===== src/rtl/aes_job_arbiter.sv =====
// -----------------------------------------------------------------------------
// aes_job_arbiter
//
// Shares a single aes_core between two on-chip requesters. Jobs are granted
// round-robin from IDLE, the winner's key/plaintext are latched onto the core
// operand bus, the core's load/done handshake is sequenced, and the
// cyphertext (or an error if the watchdog expires) is returned to the owning
// requester with a one-cycle strobe.
//
// Parameters:
//   LOAD_CYCLES    - cycles core_load is held high per job (>= 1)
//   TIMEOUT_CYCLES - RUN-state cycles without core_done before abort (>= 1)
//
// Ports:
//   clk        in   system clock, all logic on posedge
//   reset_n    in   asynchronous active-low reset
//   req_valid  in   [1:0] per-requester job request, held until req_ack
//   req0_key   in   [127:0] requester 0 key
//   req1_key   in   [127:0] requester 1 key
//   req0_pt    in   [127:0] requester 0 plaintext
//   req1_pt    in   [127:0] requester 1 plaintext
//   req_ack    out  [1:0] one-hot pulse, job accepted and operands latched
//   rsp_valid  out  [1:0] one-hot pulse to the job owner, result present
//   rsp_data   out  [127:0] cyphertext (0 on error), held until next response
//   rsp_err    out  qualifies rsp_valid, 1 = watchdog timeout
//   busy       out  high in LOAD, RUN and RESP
//   core_load  out  aes_core.load
//   core_key   out  [127:0] latched key to the core
//   core_pt    out  [127:0] latched plaintext to the core
//   core_done  in   aes_core.done
//   core_ct    in   [127:0] aes_core.cyphertext
// -----------------------------------------------------------------------------
module aes_job_arbiter #(
  parameter int LOAD_CYCLES    = 2,
  parameter int TIMEOUT_CYCLES = 1023
) (
  input  logic         clk,
  input  logic         reset_n,
  input  logic [1:0]   req_valid,
  input  logic [127:0] req0_key,
  input  logic [127:0] req1_key,
  input  logic [127:0] req0_pt,
  input  logic [127:0] req1_pt,
  output logic [1:0]   req_ack,
  output logic [1:0]   rsp_valid,
  output logic [127:0] rsp_data,
  output logic         rsp_err,
  output logic         busy,
  output logic         core_load,
  output logic [127:0] core_key,
  output logic [127:0] core_pt,
  input  logic         core_done,
  input  logic [127:0] core_ct
);

  localparam int WD_W = $clog2(TIMEOUT_CYCLES + 1);
  localparam int LC_W = (LOAD_CYCLES > 1) ? $clog2(LOAD_CYCLES) : 1;

  localparam logic [WD_W-1:0] WD_MAX = WD_W'(TIMEOUT_CYCLES);
  localparam logic [LC_W-1:0] LC_MAX = LC_W'(LOAD_CYCLES - 1);

  typedef enum logic [1:0] {
    S_IDLE,
    S_LOAD,
    S_RUN,
    S_RESP
  } state_t;

  state_t          state;
  state_t          state_nxt;
  logic [LC_W-1:0] load_cnt;
  logic [LC_W-1:0] load_cnt_nxt;
  logic [WD_W-1:0] wd_cnt;
  logic [WD_W-1:0] wd_cnt_nxt;

  // The job owner doubles as the round-robin pointer: it is written with the
  // winner on every grant, so it is also the last requester served. Reset to
  // 1 so that requester 0 wins the first tie.
  logic            owner;
  logic [1:0]      owner_vec;

  logic            grant;
  logic            winner;
  logic            capture_ok;
  logic            capture_err;

  // On a tie the requester that was not served last wins; otherwise the
  // single active requester wins (bit 1 set alone selects requester 1).
  assign winner    = (req_valid == 2'b11) ? ~owner : req_valid[1];
  assign grant     = (state == S_IDLE) && (req_valid != 2'b00);
  assign owner_vec = owner ? 2'b10 : 2'b01;

  // ---------------------------------------------------------------------------
  // Next-state logic
  // ---------------------------------------------------------------------------
  // NOTE: every signal assigned here gets a default first so no path leaves
  // it unassigned, which would otherwise infer a latch.
  always_comb begin
    state_nxt    = state;
    load_cnt_nxt = load_cnt;
    wd_cnt_nxt   = wd_cnt;
    capture_ok   = 1'b0;
    capture_err  = 1'b0;

    case (state)
      S_IDLE: begin
        if (req_valid != 2'b00) begin
          state_nxt    = S_LOAD;
          load_cnt_nxt = '0;
        end
      end

      S_LOAD: begin
        // core_done is deliberately not looked at here: a done left high by
        // the previous job stays high until this load clears it.
        if (load_cnt == LC_MAX) begin
          state_nxt  = S_RUN;
          wd_cnt_nxt = '0;
        end else begin
          load_cnt_nxt = load_cnt + LC_W'(1);
        end
      end

      S_RUN: begin
        // done is tested first so it wins over a simultaneous timeout.
        if (core_done) begin
          capture_ok = 1'b1;
          state_nxt  = S_RESP;
        end else if (wd_cnt == WD_MAX) begin
          capture_err = 1'b1;
          state_nxt   = S_RESP;
        end else begin
          wd_cnt_nxt = wd_cnt + WD_W'(1);
        end
      end

      S_RESP: begin
        state_nxt = S_IDLE;
      end

      default: begin
        state_nxt = S_IDLE;
      end
    endcase
  end

  // ---------------------------------------------------------------------------
  // Control registers
  // ---------------------------------------------------------------------------
  // NOTE: state is updated with non-blocking assignments so every register
  // samples the pre-edge values, independent of statement order.
  always_ff @(posedge clk or negedge reset_n) begin
    if (!reset_n) begin
      state    <= S_IDLE;
      load_cnt <= '0;
      wd_cnt   <= '0;
      owner    <= 1'b1;
    end else begin
      state    <= state_nxt;
      load_cnt <= load_cnt_nxt;
      wd_cnt   <= wd_cnt_nxt;
      if (grant) begin
        owner <= winner;
      end
    end
  end

  // ---------------------------------------------------------------------------
  // Operand and result registers
  // ---------------------------------------------------------------------------
  // Operands change only on a grant, so the core sees a stable key/plaintext
  // for the whole job and until the next grant. The result is held until it
  // is overwritten by the next job's outcome.
  always_ff @(posedge clk or negedge reset_n) begin
    if (!reset_n) begin
      core_key <= '0;
      core_pt  <= '0;
      rsp_data <= '0;
      rsp_err  <= 1'b0;
    end else begin
      if (grant) begin
        core_key <= winner ? req1_key : req0_key;
        core_pt  <= winner ? req1_pt  : req0_pt;
      end
      if (capture_ok) begin
        rsp_data <= core_ct;
        rsp_err  <= 1'b0;
      end else if (capture_err) begin
        rsp_data <= '0;
        rsp_err  <= 1'b1;
      end
    end
  end

  // ---------------------------------------------------------------------------
  // Outputs decoded from registered state
  // ---------------------------------------------------------------------------
  assign busy      = (state != S_IDLE);
  assign core_load = (state == S_LOAD);
  assign req_ack   = ((state == S_LOAD) && (load_cnt == '0)) ? owner_vec : 2'b00;
  assign rsp_valid = (state == S_RESP) ? owner_vec : 2'b00;

  // Handshake strobes must never address both requesters at once.
  a_ack_onehot : assert property (@(posedge clk) disable iff (!reset_n)
    $onehot0(req_ack));
  a_rsp_onehot : assert property (@(posedge clk) disable iff (!reset_n)
    $onehot0(rsp_valid));

endmodule

===== config.mk =====
export PLATFORM = sky130hd
export DESIGN_NAME = aes_job_arbiter
export DESIGN_NICKNAME = d
export VERILOG_FILES = /design/src/rtl/aes_job_arbiter.sv
export SDC_FILE = /design/constraint.sdc
export NUM_CORES = 1
export LEC_CHECK = 0
export CAP_MARGIN = 10
export CORE_AREA = 10 10 392 394
export DETAILED_ROUTE_END_ITERATION = 8
export DIE_AREA = 0 0 402 404
export GPL_TIMING_DRIVEN = 0
export SYNTH_ARGS = -nofsm -noshare
export SYNTH_HDL_FRONTEND = slang
export SYNTH_SLANG_ARGS = --single-unit

===== constraint.sdc =====
create_clock -name clk -period 2.16 [get_ports clk]
set_input_delay 0.432 -clock clk [delete_from_list [all_inputs] [get_ports clk]]
set_output_delay 0.432 -clock clk [all_outputs]
set_load 0.02 [all_outputs]

* Yosys cells after proc, flatten, opt, wreduce, memory -nomap -nowiden
Cells that the tools add are included.
** Cells by class
- Add/sub/neg operators :: 2
- Equal/unequal tests :: 10
- Muxes and demuxes :: 27
- Bitwise operators :: 2
- Reductions and logical operators :: 11
** Operators with widths (count)
- 128-bit two-way mux :: 4
- 10-bit two-way mux :: 3
- 10-bit one-hot mux with 2 select lines :: 1
- 2-bit two-way mux :: 7
- 10-bit by 1-bit adder with 10-bit output (second input constant) :: 1
- 10-bit equality test (second input constant) :: 1
- 1-bit two-way mux :: 10
- 2-bit nonzero test :: 5
- 2-bit one-hot mux with 4 select lines :: 1
- 2-bit equality test (second input constant) :: 3
- 2-bit by 1-bit inequality test with 1-bit output (second input constant) :: 2
- 2-bit inequality test (second input constant) :: 2
- 4-bit AND reduction :: 1
- 3-bit inequality test (second input constant) :: 1
- 3-bit AND reduction :: 1
- 2-bit by 1-bit equality test with 1-bit output (second input constant) :: 1
- 1-bit logical AND :: 2
- 2-bit logical NOT :: 1
- 1-bit NOT :: 2
- 1-bit one-hot mux with 2 select lines :: 1
- 2-bit AND reduction :: 1
- 1-bit adder (second input constant) :: 1
** Word-level totals
- Register bits :: 399
- Input port bits :: 645
- Output and inout bits :: 391
- Word-level logic and storage cells :: 60

* Logic depth before layout (Yosys ltp)
- Depth after elaboration :: 6
- Gate-level depth with buffers :: 10
- Gate-level depth less buffers :: 6

* Worst setup path after synthesis
No wires, ideal clock.
- Path kind :: register to register
- Start point :: reg state[1]
- End point :: reg wd_cnt[4]
- Library setup time :: 0.126 ns
- Arrival :: 1.980 ns
- Slack :: 0.054 ns
- Cell stages (with the launch flop) :: 8
- Path buffers :: 1
- Period minus slack after synthesis :: 2.106 ns
- Path through :: dfrtp_1 inv_1 ha_1 and2b_1 or3_1 buf_6 a21o_4 a221o_1
** On the way
- Cells in the longest elaborated chain, start to end :: 3
** Ends and longest elaborated chain
- from (decl) :: RTL line 69 : state_t state;
- from (signal assigned) :: RTL line 159 : state <= state_nxt;
- 2-bit by 1-bit equality test with 1-bit output *
- named net core_load :: RTL line 49 : output logic core_load,
- 2-bit by 1-bit inequality test with 1-bit output (no source line) or 2-bit nonzero test (tied branches)
- 4-bit AND reduction (no source line)
- to (signal assigned) :: RTL line 161 : wd_cnt <= wd_cnt_nxt;
- to (decl) :: RTL line 73 : logic [WD_W-1:0] wd_cnt;
The timed path passes the listed nets; every way through them passes the cells marked *.
A chain may end at the register's enable or synchronous reset.

* Final worst setup path
- Start point :: reg state[0]
- End point :: out req_ack[1]
** On the way
- Cells in the longest elaborated chain, start to end :: 3
** Ends and longest elaborated chain
- 2-bit by 1-bit equality test with 1-bit output :: RTL line 200 : assign req_ack = ((state == S_LOAD) && (load_cnt == '0)) ? owner_vec : 2'b00;
- 1-bit logical AND :: RTL line 200
- 2-bit two-way mux :: RTL line 200
- to (decl) :: RTL line 44 : output logic [1:0] req_ack,
Every way passes these cells.

==> metrics <==
drt first pass iters 5; Clock Skews approximately 0.027 ns; Post-Synthesis Cells 1493; Setup crit end kind output pin; die width 402 um; clock tree buffer depth 3; setup slack at placement -1.75 ns; Pwr per Cell Area 1440 mW/mm^2; vias in the first global route 17600; layout cells sized above 1 9.16%; CTS clock-pin slew for the worst setup and hold paths ~0.060 ns; Max stage delay on crit path 0.39 ns; CTS root buffer clkbuf_16; Mapped Area between 0.015 and 0.02 sq mm; status complete, but fails checks; ys async rst share 100%; post-synthesis simple-gate area fraction under 10%; cell chain of the critical path buf_6 -> ha_4 -> and2b_2 -> and2_4 -> buf_6; multiplexer share of the synthesized area 15.3%; Post-Synth Adder-Cell Area 0.368%; TritonCTS clock tree built; f_max 458 MHz; Starting Density 11.7%; main combinational cell family by area after synthesis compound AO/OA/AOI/OAI gates; fin nets between 3000 and 4000; most numerous cell in the Yosys netlist dfrtp_1; total global routing overflow 0; DIE AREA 0.162 sq mm; detailed-route via count 17700; Req. time, crit path 1.73 ns; RSZ-0062 raised after global routing yes; Post-Place Cells 4449; layout filler cell count 15800; Clock Latency Late Sink 0.64 ns; clk sink count 399; TritonCTS Buffers roughly 50; min-delay worst type primary input to asynchronous set/reset pin; post-detailed-route count of antenna-violating nets 0; core region area 0.145 sq mm; count of final max-slew check failures 0; YS warnings 0; Area Overhead vs Synth 89.0%; initial antenna violation count slightly below 100; H-tree depth 2; Final WS setup -0.0223 ns; non-filler cells, final 4583; first-pass GRT wire length 180000 um; violated checks negative setup slack; Max-slew headroom 54.1%; hold_ws 0.275 ns; final WL 142000 um; drc violations 0; final setup fails 2; ys flop type dfrtp_1; Final Core Density 22.1%; largest net degree at the start of global routing 104; most instantiated cells after synthesis dfrtp_1, nand2_1, mux2i_1, o21ai_0, a22o_1; max-cap violation count 0; DP Wirelength ~120000 um; setup tns final -0.0406 ns; CP max FO 3; Peak supply drop 0.000726 V; Synth Area in XOR/XNOR 0%; Final Hold Fails 0; gpl congestion between 0.9 and 1; Leakage 13.9 nW; num rows 140; Setup Crit Path Kind flip-flop to output pin; Yosys top cell area share 58.6%; GRT Util Overall 16.4%; slowest CP cell dfrtp_1; WP data arrival 1.75 ns; Via density 3.85; post-layout min period ~2.2 ns; area leader, netlist dfrtp_1; slew at the pin closest to its max-slew limit 0.692 ns; Die Ht 404 um; number of flops mapped to enable cells by yosys 0; dominant cells by area after synthesis dfrtp_1, mux2i_1, o21ai_0; sequential share of the synthesized area 58.7%; Synth Net Count about 2100; wire length per cell 31.0 um; post-synth cell types 43; 1st-iter DRT viols 1445; #FFs+latches synth 399; Compound-Gate Fraction of Synth Area 15.3%; syn avg cell area 11.4 sq um; port bufs 1035; critical path launch point type flip-flop; I/O pin count about 1000; most frequent CP cell buf_6; ratio of final minimum period to clock period 101%
==> worst max-delay path, delay by kind of cell, from the launching register on <==
family	cells	cell delay, ns
fa+ha+maj	1	0.14
flops	1	0.39
simple gates	2	0.35
buf+inv	2	0.25
==> timing repair <==
item	CTS	global route
setup buffers	12	4
setup endpoints to repair	553	429
hold buffers	1	0
endpoints found under the hold margin	33	0
gates cloned	0	2
pin swaps	4	1
gates resized for setup	306	53
==> layout by cell type, fill, tap and decap left out, types with 4 or more instances in the layout <==
master,instances
clkbuf_2,19
mux2i_1,241
clkbuf_16,55
mux2i_2,14
dfrtp_1,398
clkbuf_8,11
clkinvlp_4,7
clkbuf_1,30
buf_12,6
bufinv_16,4
dlygate4sd2_1,169
nor2_1,7
buf_4,31
clkinv_2,6
a22o_1,130
buf_6,18
diode_2,23
o21ai_0,256
a21oi_1,6
nand2_1,260
buf_2,29
nand3_1,6
and2_1,4
clkbuf_4,10
clkdlybuf4s50_1,857
buf_16,6
==> final cells by class <==
type                       count  area (sq um)  share of cell area [%]
multi-input combinational    971          6620                    20.6
sequential                   399          9990                    31.1
inverter                       5          18.8                  0.0584
timing repair buffer        1058         10500                    32.6
clock inverter                20           240                   0.748
buffer                       117           851                    2.65
tap                         1917          2400                    7.46
antenna                       23          57.6                   0.179
clock buffer                  73          1500                    4.67
==> where the power goes <==
group          switching, mW  internal (mW)  total, mW
sequential              2.35           11.0       13.4
clock                   3.74           5.31       9.06
combinational           14.5           9.44       23.9
==> sequential cells by signal, indices dropped and copies added (netlist names) <==
name      flops
core_key    128
owner         1
core_pt     128
state         2
rsp_err       1
load_cnt      1
wd_cnt       10
rsp_data    128
==> routing by layer <==
| layer | GRT usage, % | wire length [um] | vias up |
|---|---|---|---|
| met5 | 0 | 324 | - |
| met4 | 4.66 | 5410 | 52 |
| met3 | 7.17 | 15000 | 273 |
| met2 | 27.9 | 67600 | 955 |
| met1 | 18.6 | 53600 | 8758 |
| li1 | - | - | 7617 |
==> cells by family after synthesis <==
family,count (synthesis)
buffers and inverters,123
flip-flops,399
multiplexers,259
AND/OR/NAND/NOR,297
AO/OA/AOI/OAI,410
adder cells (fa/ha/maj),5
==> worst paths after layout <==
check                                   startpoint                  endpoint  slack [ns]  cells after the start
min in group clk                        core_ct[1]   rsp_data[1]$_DFFE_PN0P_        0.40                      2
min                                        reset_n  rsp_data[37]$_DFFE_PN0P_        0.28                      2
max                           state[0]$_DFFE_PN0P_                req_ack[1]       -0.02                      5
max reg2reg                   state[0]$_DFFE_PN0P_     wd_cnt[3]$_DFFE_PN0P_        0.03                      8
max in group asynchronous                  reset_n         owner$_DFFE_PN1P_        0.17                      5
min reg2reg                core_pt[34]$_DFFE_PN0P_   core_pt[34]$_DFFE_PN0P_        0.48                      2
==> metrics by stage <==
stage | instance area [sq um] | power [mW]
2_1_floorplan | 17000 | 23.0
3_3_place_gp | 29800 | 37.7
3_5_place_dp | 29900 | 37.9
4_1_cts | 31800 | 46.7
5_1_grt | 32100 | 48.6
6_report | 32100 | 46.3
No activity file was read; power rests on OpenSTA's default activity.
